==> config.mk <==
export PLATFORM = sky130hd
export DESIGN_NAME = quad_sqrt
export DESIGN_NICKNAME = d
export VERILOG_FILES = /design/src/rtl/quad_sqrt.sv
export SDC_FILE = /design/constraint.sdc
export NUM_CORES = 1
export LEC_CHECK = 0
export CORE_UTILIZATION = 43
export CTS_CLUSTER_SIZE = 20
export DETAILED_ROUTE_END_ITERATION = 10
export PLACE_DENSITY = 0.68
export SYNTH_ARGS = -nofsm -noshare
export SYNTH_HDL_FRONTEND = slang
export SYNTH_SLANG_ARGS = --single-unit
export TNS_END_PERCENT = 20
==> constraint.sdc <==
create_clock -name clk -period 2.5 [get_ports clk]
set_input_delay 0.625 -clock clk [delete_from_list [all_inputs] [get_ports clk]]
set_output_delay 0.625 -clock clk [all_outputs]
set_load 0.005 [all_outputs]
==> src/rtl/quad_sqrt.sv <==
// quad_sqrt: iterative restoring integer square root, one root bit per cycle, valid/ready on both sides
module quad_sqrt #(
    parameter int IN_W = 24
) (
    input  logic              clk,
    input  logic              rstn,
    input  logic              in_valid,
    output logic              in_ready,
    input  logic [IN_W-1:0]   x,
    output logic              out_valid,
    input  logic              out_ready,
    output logic [IN_W/2-1:0] root,
    output logic [IN_W/2:0]   rem
);
    localparam int OUT_W = IN_W / 2;
    localparam int CW = $clog2(OUT_W);
    typedef enum logic [1:0] {IDLE, CALC, DONE} state_t;
    state_t           state_q, state_d;
    logic [CW-1:0]    cnt_q, cnt_d;
    logic [IN_W-1:0]  x_q, x_d;
    logic [OUT_W+1:0] r_q, r_d, r_sh, t;
    logic [OUT_W-1:0] q_q, q_d, root_q, root_d;
    logic [OUT_W:0]   rem_q, rem_d;
    logic             ge;
    assign in_ready  = state_q == IDLE;
    assign out_valid = state_q == DONE;
    assign root      = root_q;
    assign rem       = rem_q;
    always_comb begin
        r_sh    = {r_q[OUT_W-1:0], x_q[IN_W-1 -: 2]};
        t       = {q_q, 2'b01};
        ge      = r_sh >= t;
        state_d = state_q;
        cnt_d   = cnt_q;
        x_d     = x_q;
        r_d     = r_q;
        q_d     = q_q;
        root_d  = root_q;
        rem_d   = rem_q;
        case (state_q)
            IDLE: if (in_valid) begin
                x_d     = x;
                r_d     = '0;
                q_d     = '0;
                cnt_d   = CW'(OUT_W - 1);
                state_d = CALC;
            end
            CALC: begin
                x_d   = x_q << 2;
                r_d   = ge ? r_sh - t : r_sh;
                q_d   = {q_q[OUT_W-2:0], ge};
                cnt_d = cnt_q == '0 ? cnt_q : cnt_q - 1'b1;
                if (cnt_q == '0) begin
                    root_d  = q_d;
                    rem_d   = r_d[OUT_W:0];
                    state_d = DONE;
                end
            end
            DONE: state_d = out_ready ? IDLE : DONE;
            default: state_d = IDLE;
        endcase
    end
    always_ff @(posedge clk) begin
        if (!rstn) begin
            state_q <= IDLE;
            cnt_q   <= '0;
            x_q     <= '0;
            r_q     <= '0;
            q_q     <= '0;
            root_q  <= '0;
            rem_q   <= '0;
        end else begin
            state_q <= state_d;
            cnt_q   <= cnt_d;
            x_q     <= x_d;
            r_q     <= r_d;
            q_q     <= q_d;
            root_q  <= root_d;
            rem_q   <= rem_d;
        end
    end
endmodule
==> impl_summary.txt, run 1 <==
----------------------------------------------------
[Floorplan]
  Die width ... a little under 100 um
  Ports ... 55
  Initial core utilization ... 0.444
  Floorplan Core Area ... 8680 sq um
  Die footprint ... 9340 sq um
  Site row count ... 34
  Height of the die ... 96.7 um

[Critical path]
  Max stage delay on crit path ... 430 ps
  Largest fanout on the critical path ... 8
  R2R Path Start ... q_q[6]$_SDFFE_PN0P_
  Kind of launch point of the worst setup path ... flip-flop
  Family with the most delay on the worst path ... compound AO/OA/AOI/OAI gates
  Reg-to-reg setup timing slack ... 90 ps
  Critical path buffer and inverter count ... 2
  WS Path Type ... reg -> reg
  Worst path cell trace ... inv_1, ha_1, a21o_1, a221oi_4, a21oi_2, or3_1, buf_6, mux2i_4, a21oi_1
  Endpoint of the worst register-to-register path ... rem[2]$_SDFFE_PN0P_
  Reg2reg path depth ... 9
  Crit path capture type ... flip-flop
  Slowest stage cell, crit path ... sky130_fd_sc_hd__or3_1
  Critical Path RT ... 2790 ps
  Crit path DAT ... 2700 ps
  Launching element of the worst setup path ... q_q[6]$_SDFFE_PN0P_

[Flow run]
  Max cap viols ... 0

[Logic synthesis]
  Async SR Flop Fraction ... 0
  Top cell type by total area after synthesis ... sky130_fd_sc_hd__dfxtp_1
  Fraction of the yosys area taken by sequential cells ... 0.411
  Number of flip-flops and latches in the synthesized netlist ... 79
  Post-Syn Nets ... ~530
  Most area-consuming cells after synthesis ... sky130_fd_sc_hd__dfxtp_1 (41%), sky130_fd_sc_hd__nand2_1 (9.7%), sky130_fd_sc_hd__a21oi_1 (5.7%)
  Post-Syn Area per Cell ... 7.91 sq um
  Top cell type's share of synthesized area ... 0.411
  Synth warnings ... 0
  Distinct cell type count after synthesis ... 48
  Post-synthesis instance area ... between 3000 and 4000 sq um
  Syn Inst Count ... 487
  Main flop type after synthesis ... sky130_fd_sc_hd__dfxtp_1
  Count of flip-flops with a built-in enable after synthesis ... 0

[Cells and area]
  Final standard cell utilization of the core ... 0.564
  Number of nets in the final layout ... 591
  Share of final-layout standard cells stronger than drive strength 1 ... 0.114
  Antenna fix cells ... 0
  Area overhead of the layout relative to synthesis ... 27.1%

[Min path]
  Hold/Removal Path Class ... reg -> reg
  Endpoint of the worst hold path ... root[10]$_SDFFE_PN0P_
  Min-delay src ... root[10]$_SDFFE_PN0P_
  Worst hold path cell count ... 2

[Timing]
  Achievable frequency ... 0.415 GHz
  Setup skew after layout ... 8.25 ps
  Final critical-path share of the clock period ... 0.964
  Transition at the pin with the smallest max-transition slack ... 497 ps
  Crit path time final ... 2410 ps
  Count of endpoints failing setup in the final report ... 0
  Final max-slew violation count ... 0
  Final hold violations ... 0
  Worst slew slack as a fraction of its limit ... 0.666

[GRT]
  Number of antenna violations at the first check in global routing ... 0
  Maximum number of pins on one net before global-route repair ... 47
  Wire length of the first global-routing pass ... 16.0 mm
  Overall overflow remaining after global route ... 0
  Vias in the first global route ... 3354
  Global-route usage over all layers ... 0.210

[Power and ir drop]
  Static Leak ... between 0.0015 and 0.002 uW
  Proportion of total power due to net switching ... 0.417
  Combinational share of power ... 0.617
  Clock power frac ... 0.160
  Sequential Power Share ... 0.223
  Peak supply drop ... 875 uV
  Power Internal ... about 4300 uW
  Net Switching ... 3050 uW
  Power Dens Cells ... 1500 nW/um^2
  Tot Pwr ... 7320 uW

[Place]
  Global placement routability congestion ... 0.873
  Quantity of I/O buffers inserted on ports ... 54
  DPL Wire Length ... 6.79 mm

[CTS]
  Deepest clock path buffer count ... 2
  Worst-path clk slew ... 90 ps
  Clock root buffer ... sky130_fd_sc_hd__clkbuf_8
  Count of hold buffers inserted by post-cts repair ... 0
  Number of clock sinks seen by CTS ... 79
  CTS tree ... built
  Clock buffer count from CTS ... 9
  Clock network latency to the later pin of the worst-skew pair ... 360 ps
  Maximum level of the CTS H-tree ... 3

[Route]
  Met3 WL ... 481 um
  Detailed-routing wirelength on met1 ... about 4.4 mm
  DRC violation count after routing ... 0
  Routed length on met2 ... 4.55 mm
  Mean number of vias per cell ... 5.61
  Top routing layer in use ... met4
  Wirelength, routed ... 9.65 mm
  First DRT Iteration DRCs ... 185
  Via count ... 3697
  Number of nets with antenna violations after detailed routing ... 0
  Routed length per placed instance ... 14.6 um
  Detailed-router iteration count before antenna repair ... 4

[Status]
  Status ... finished clean

----------------------------------------------------
synth_stat cells, types with 6 or more instances:
master and number:
sky130_fd_sc_hd__clkbuf_1 27, sky130_fd_sc_hd__nor3_1 10, sky130_fd_sc_hd__a311oi_1 23, sky130_fd_sc_hd__nand3_1 22, sky130_fd_sc_hd__ha_1 16, sky130_fd_sc_hd__mux2i_1 9
sky130_fd_sc_hd__nand2_1 100, sky130_fd_sc_hd__a21oi_1 44, sky130_fd_sc_hd__nor2_1 39, sky130_fd_sc_hd__dfxtp_1 79, sky130_fd_sc_hd__a211oi_1 6, sky130_fd_sc_hd__o21ai_0 24
sky130_fd_sc_hd__inv_1 20
worst register-to-register path, stage by stage, from the launching register on:
cell,delay [ps]
sky130_fd_sc_hd__dfxtp_1,340
sky130_fd_sc_hd__inv_1,40
sky130_fd_sc_hd__ha_1,330
sky130_fd_sc_hd__a21o_1,230
sky130_fd_sc_hd__a221oi_4,320
sky130_fd_sc_hd__a21oi_2,110
sky130_fd_sc_hd__or3_1,430
sky130_fd_sc_hd__buf_6,180
sky130_fd_sc_hd__mux2i_4,200
sky130_fd_sc_hd__a21oi_1,160
registers in the layout, summed over array words and instances (netlist names):
register / cells
q_q: 12
root: 12
rem: 13
cnt_q: 4
state_q: 2
r_q: 12
x_q: 24
worst max-delay path by stage:
stage          slack (ps)                   end  cells after the start
6_report               90   rem[2]$_SDFFE_PN0P_                      9
3_3_place_gp          140  r_q[10]$_SDFFE_PN0P_                      8
3_5_place_dp           70   r_q[7]$_SDFFE_PN0P_                      8
5_1_grt               -20   r_q[3]$_SDFFE_PN0P_                      8
2_1_floorplan          80   rem[7]$_SDFFE_PN0P_                     11
4_1_cts                 5   r_q[2]$_SDFFE_PN0P_                      8
per-layer routing:
layer,up-vias,global-route usage
li1,1832,-
met1,1748,0.279
met2,100,0.336
met3,17,0.0419
met4,0,0.0827
met5,-,0
per-stage QoR:
step / setup slack [ps] / hold WS (ps) / cells / setup TNS, ps / cell area (sq um)
after floorplan: 78.6 / 442 / 487 / 0 / 3850
after global placement: 138 / 444 / 643 / 0 / 4580
after detailed placement: 69.1 / 448 / 643 / 0 / 4580
after CTS: 4.75 / 460 / 658 / 0 / 4820
after global routing: -17.1 / 478 / 659 / -38.1 / 4900
final: 89.3 / 457 / 659 / 0 / 4900
power groups by stage:
stage	registers, uW	logic [uW]	clock network, uW
final	1630	4510	1170
after global routing	1660	4870	1240
after CTS	1620	4080	1190
after detailed placement	1650	4050	0
after global placement	1650	3960	0
after floorplan	1600	3190	0
kinds of logic (layout without fill, tap and decap cells):
group | after synthesis | count (layout) | share of synthesized area
AND/OR/NAND/NOR | 195 | 195 | 0.218
AO/OA/AOI/OAI | 126 | 126 | 0.217
flip-flops | 79 | 79 | 0.411
buffers and inverters | 54 | 118 | 0.0611
adder cells (fa/ha/maj) | 16 | 16 | 0.0520
multiplexers | 9 | 9 | 0.0234
XOR/XNOR | 8 | 8 | 0.0182
layout make-up:
cell class                      count  area, sq um
Timing Repair Buffer               83          762
Clock inverter                      5          106
Tap cell                          108          135
Fill cell                         833         3780
Clock buffer                       10          138
Inverter                           20         75.1
Sequential cell                    79         1590
Multi-Input combinational cell    354         2090
layout by cell type (no fill, tap or decap), types with 3 or more instances in the layout:
| master | Yosys | final |
|---|---|---|
| sky130_fd_sc_hd__nor2b_1 | 4 | 3 |
| sky130_fd_sc_hd__a311oi_1 | 23 | 22 |
| sky130_fd_sc_hd__inv_1 | 20 | 20 |
| sky130_fd_sc_hd__nand2_1 | 100 | 100 |
| sky130_fd_sc_hd__nor3_1 | 10 | 10 |
| sky130_fd_sc_hd__bufinv_16 | 0 | 3 |
| sky130_fd_sc_hd__xnor2_1 | 5 | 5 |
| sky130_fd_sc_hd__nand4_1 | 5 | 5 |
| sky130_fd_sc_hd__xor2_1 | 3 | 3 |
| sky130_fd_sc_hd__clkdlybuf4s50_1 | 0 | 54 |
| sky130_fd_sc_hd__buf_4 | 0 | 28 |
| sky130_fd_sc_hd__o21ai_0 | 24 | 23 |
| sky130_fd_sc_hd__dfxtp_2 | 0 | 4 |
| sky130_fd_sc_hd__clkbuf_8 | 0 | 10 |
| sky130_fd_sc_hd__dfxtp_1 | 79 | 75 |
| sky130_fd_sc_hd__a211oi_1 | 6 | 6 |
| sky130_fd_sc_hd__nor2_1 | 39 | 39 |
| sky130_fd_sc_hd__o21ai_1 | 5 | 5 |
| sky130_fd_sc_hd__and3_1 | 3 | 3 |
| sky130_fd_sc_hd__nand3_1 | 22 | 21 |
| sky130_fd_sc_hd__mux2i_1 | 9 | 7 |
| sky130_fd_sc_hd__ha_1 | 16 | 16 |
| sky130_fd_sc_hd__a21oi_1 | 44 | 44 |
timing repair:
action                                  CTS  global route
endpoints found under the setup margin    0            22
gates resized for setup                   0            17
setup buffers                             0             1
endpoints found under the hold margin     0             0
Power figures use the tool's default switching activity.
==> inputs of run 2 (changes only) <==
- CTS_CLUSTER_DIAMETER: default -> 200
==> results of run 2 <==
Final layout, timing and power as in run 1 (identical DEF).
==> inputs of run 3 (changes only) <==
- DONT_BUFFER_PORTS: default -> 1
- PLACE_DENSITY: 0.68 -> default
==> run 3 against run 2 <==
  * Register-to-register slack about the same
  * Critical path depth decreased by 1
  * Final area is 12% lower
  * Power is 8.0% lower
  * Fmax about the same
  * Clock power down 17%
  * Clock skew down 1.2 ps
  * Utilization fell by 6.9 points
  * Wire length fell by 1.4%
  * Critical endpoint is now r_q[2]$_SDFFE_PN0P_
==> impl_summary.txt, run 3 (synthesized netlist as in run 1, its figures left out) <==
----------------------------------------------------
[CTS]
  Count of hold buffers inserted by post-cts repair ... 0 (unchanged)
  Maximum level of the CTS H-tree ... 3 (unchanged)
  Number of setup buffers added after CTS ... 0 (unchanged)
  CTS tree ... built
  Number of instances resized during post-cts repair ... 0 (unchanged)
  Worst-path clk slew ... 80 ps (about the same)
  Deepest clock path buffer count ... 2 (unchanged)
  Clock buffer count from CTS ... 9 (unchanged)
  Clock network latency to the later pin of the worst-skew pair ... 350 ps (about the same)
  Clock root buffer ... sky130_fd_sc_hd__clkbuf_8
  Number of clock sinks seen by CTS ... 79 (unchanged)

[Route]
  Routed length per placed instance ... 15.6 um (+6.7%)
  Via count ... 3453 (-6.6%)
  Mean number of vias per cell ... 5.67 (+1.1%)
  First DRT Iteration DRCs ... 138 (-25%)
  Number of nets with antenna violations after detailed routing ... 0 (unchanged)
  Detailed-router iteration count before antenna repair ... 4 (unchanged)
  Wirelength, routed ... 9.51 mm (-1.4%)
  DRC violation count after routing ... 0 (unchanged)

[Cells and area]
  Area used by sequential logic in the layout ... 1580 sq um (-0.32%)
  Share of final-layout standard cells stronger than drive strength 1 ... 0.118 (+0.00343)
  Filler cells ... 865 (+3.8%)
  Number of nets in the final layout ... 541 (-8.5%)
  Most frequent cells in the layout ... sky130_fd_sc_hd__nand2_1 (100), sky130_fd_sc_hd__dfxtp_1 (79), sky130_fd_sc_hd__a21oi_1 (44), sky130_fd_sc_hd__nor2_1 (39), sky130_fd_sc_hd__buf_4 (33)
  Area of the multi-input gates ... 2060 sq um (-1.4%)
  Max reg flops ... 24 (unchanged)
  Most common library cell in the layout ignoring fill and taps ... sky130_fd_sc_hd__nand2_1
  Antenna fix cells ... 0 (unchanged)
  Area overhead of the layout relative to synthesis ... 11.6%
  Final standard cell utilization of the core ... 0.495 (-0.0688)
  Top register by number of flip-flops ... x_q

[GRT]
  Vias in the first global route ... 3324 (-0.89%)
  Global-route usage over all layers ... 0.209 (-0.00188)
  Maximum number of pins on one net before global-route repair ... 47 (unchanged)
  Overall overflow remaining after global route ... 0 (unchanged)
  Number of antenna violations at the first check in global routing ... 0 (unchanged)
  Wire length of the first global-routing pass ... 15.8 mm (-1.5%)

[Flow run]
  Max cap viols ... 0 (unchanged)

[Timing]
  Achievable frequency ... 0.414 GHz (about the same)
  Count of endpoints failing setup in the final report ... 0 (unchanged)
  Final max-slew violation count ... 0 (unchanged)
  Setup skew after layout ... 7.04 ps (-1.21 ps)
  Crit path time final ... 2410 ps (+2.10 ps)
  Final critical-path share of the clock period ... 0.965 (about the same)
  Setup repair after global routing missed its margin ... no
  Worst slew slack as a fraction of its limit ... 0.626 (-0.0405)
  Total Neg Setup Slack ... 0 ps (unchanged)
  Transition at the pin with the smallest max-transition slack ... 561 ps (+63.1 ps)
  Final hold violations ... 0 (unchanged)

[Place]
  Quantity of I/O buffers inserted on ports ... 0 (-100%)
  Global placement routability congestion ... 0.912 (+4.4%)
  DPL Wire Length ... 6.75 mm (-0.58%)

[Status]
  Status ... finished clean

[Power and ir drop]
  Static Leak ... 0.00163 uW (-12%)
  Power Dens Cells ... 1570 nW/um^2 (+4.8%)
  Peak supply drop ... 1100 uV (+26%)

[Critical path]
  Kind of launch point of the worst setup path ... flip-flop
  Crit path capture type ... flip-flop
  Largest fanout on the critical path ... 6 (-2)
  Crit path DAT ... 2640 ps (-60 ps)
  Critical Path RT ... 2730 ps (-60 ps)
  WS Path Type ... reg -> reg

[Floorplan]
  Die footprint ... 9340 sq um (unchanged)
  Site row count ... 34 (unchanged)
  Ports ... 55 (unchanged)
  Floorplan Core Area ... 8680 sq um (unchanged)
  Height of the die ... 96.7 um (unchanged)
  Die width ... 96.7 um (unchanged)
  Initial core utilization ... 0.444 (unchanged)

[Min path]
  Hold/Removal Path Class ... in -> reg

----------------------------------------------------
[run 3: cell types whose count changed in the layout (fill, tap and decap cells not counted), moves of 2 or more]
| cell | delta |
|---|---|
| sky130_fd_sc_hd__bufinv_16 | -2 |
| sky130_fd_sc_hd__buf_4 | +5 |
| sky130_fd_sc_hd__dfxtp_1 | +4 |
| sky130_fd_sc_hd__clkdlybuf4s50_1 | -54 |
| sky130_fd_sc_hd__dfxtp_2 | -4 |
[run 3: worst max-delay path, stage by stage (launching register included)]
cell	delay, ps
sky130_fd_sc_hd__dfxtp_1	350
sky130_fd_sc_hd__ha_1	340
sky130_fd_sc_hd__a21o_1	220
sky130_fd_sc_hd__a221oi_4	320
sky130_fd_sc_hd__a21oi_2	110
sky130_fd_sc_hd__or3_4	430
sky130_fd_sc_hd__buf_4	190
sky130_fd_sc_hd__mux2i_2	220
sky130_fd_sc_hd__o21ai_0	110
[run 3: per-stage QoR]
step           total power [uW]  area [sq um]  hold slack, ps  worst slack [ps]  std cells
2_1_floorplan              4790          3850             442              78.6        487
3_3_place_gp               5480          4080             456               112        594
3_5_place_dp               5560          4080             460              47.3        594
4_1_cts                    6550          4270             384              27.1        609
5_1_grt                    7190          4300             388              2.24        609
6_report                   6740          4300             401              87.2        609
[run 3: path summary, 6_finish.rpt]
check | startpoint | to | slack (ps) | cells after the start
setup / recovery | r_q[6]$_SDFFE_PN0P_ | r_q[2]$_SDFFE_PN0P_ | 90 | 8
hold / removal | x[1] | x_q[1]$_SDFFE_PN0P_ | 400 | 2
setup reg to reg | r_q[6]$_SDFFE_PN0P_ | r_q[2]$_SDFFE_PN0P_ | 90 | 8
hold reg to reg | x_q[0]$_SDFFE_PN0P_ | x_q[0]$_SDFFE_PN0P_ | 470 | 2
[run 3: routing by layer]
metal	global-route usage	vias up	part of all wire
met3	0.0556	15	0.044
met5	0	-	0
met2	0.348	77	0.47
li1	-	1731	-
met4	0.0804	0	0.021
met1	0.256	1630	0.47
[run 3: area by class of cell]
| type | instances | share of cell area |
|---|---|---|
| multi-input combinational | 354 | 0.480 |
| sequential | 79 | 0.368 |
| timing repair buffer | 33 | 0.0576 |
| clock buffer | 11 | 0.0329 |
| tap | 108 | 0.0314 |
| inverter | 20 | 0.0175 |
| clock inverter | 4 | 0.0128 |
[run 3: power by group]
group	total (uW)	internal, uW	switching, uW
registers	1610	1460	149
clock network	976	490	486
logic	4150	1870	2280
total	6740	3820	2920
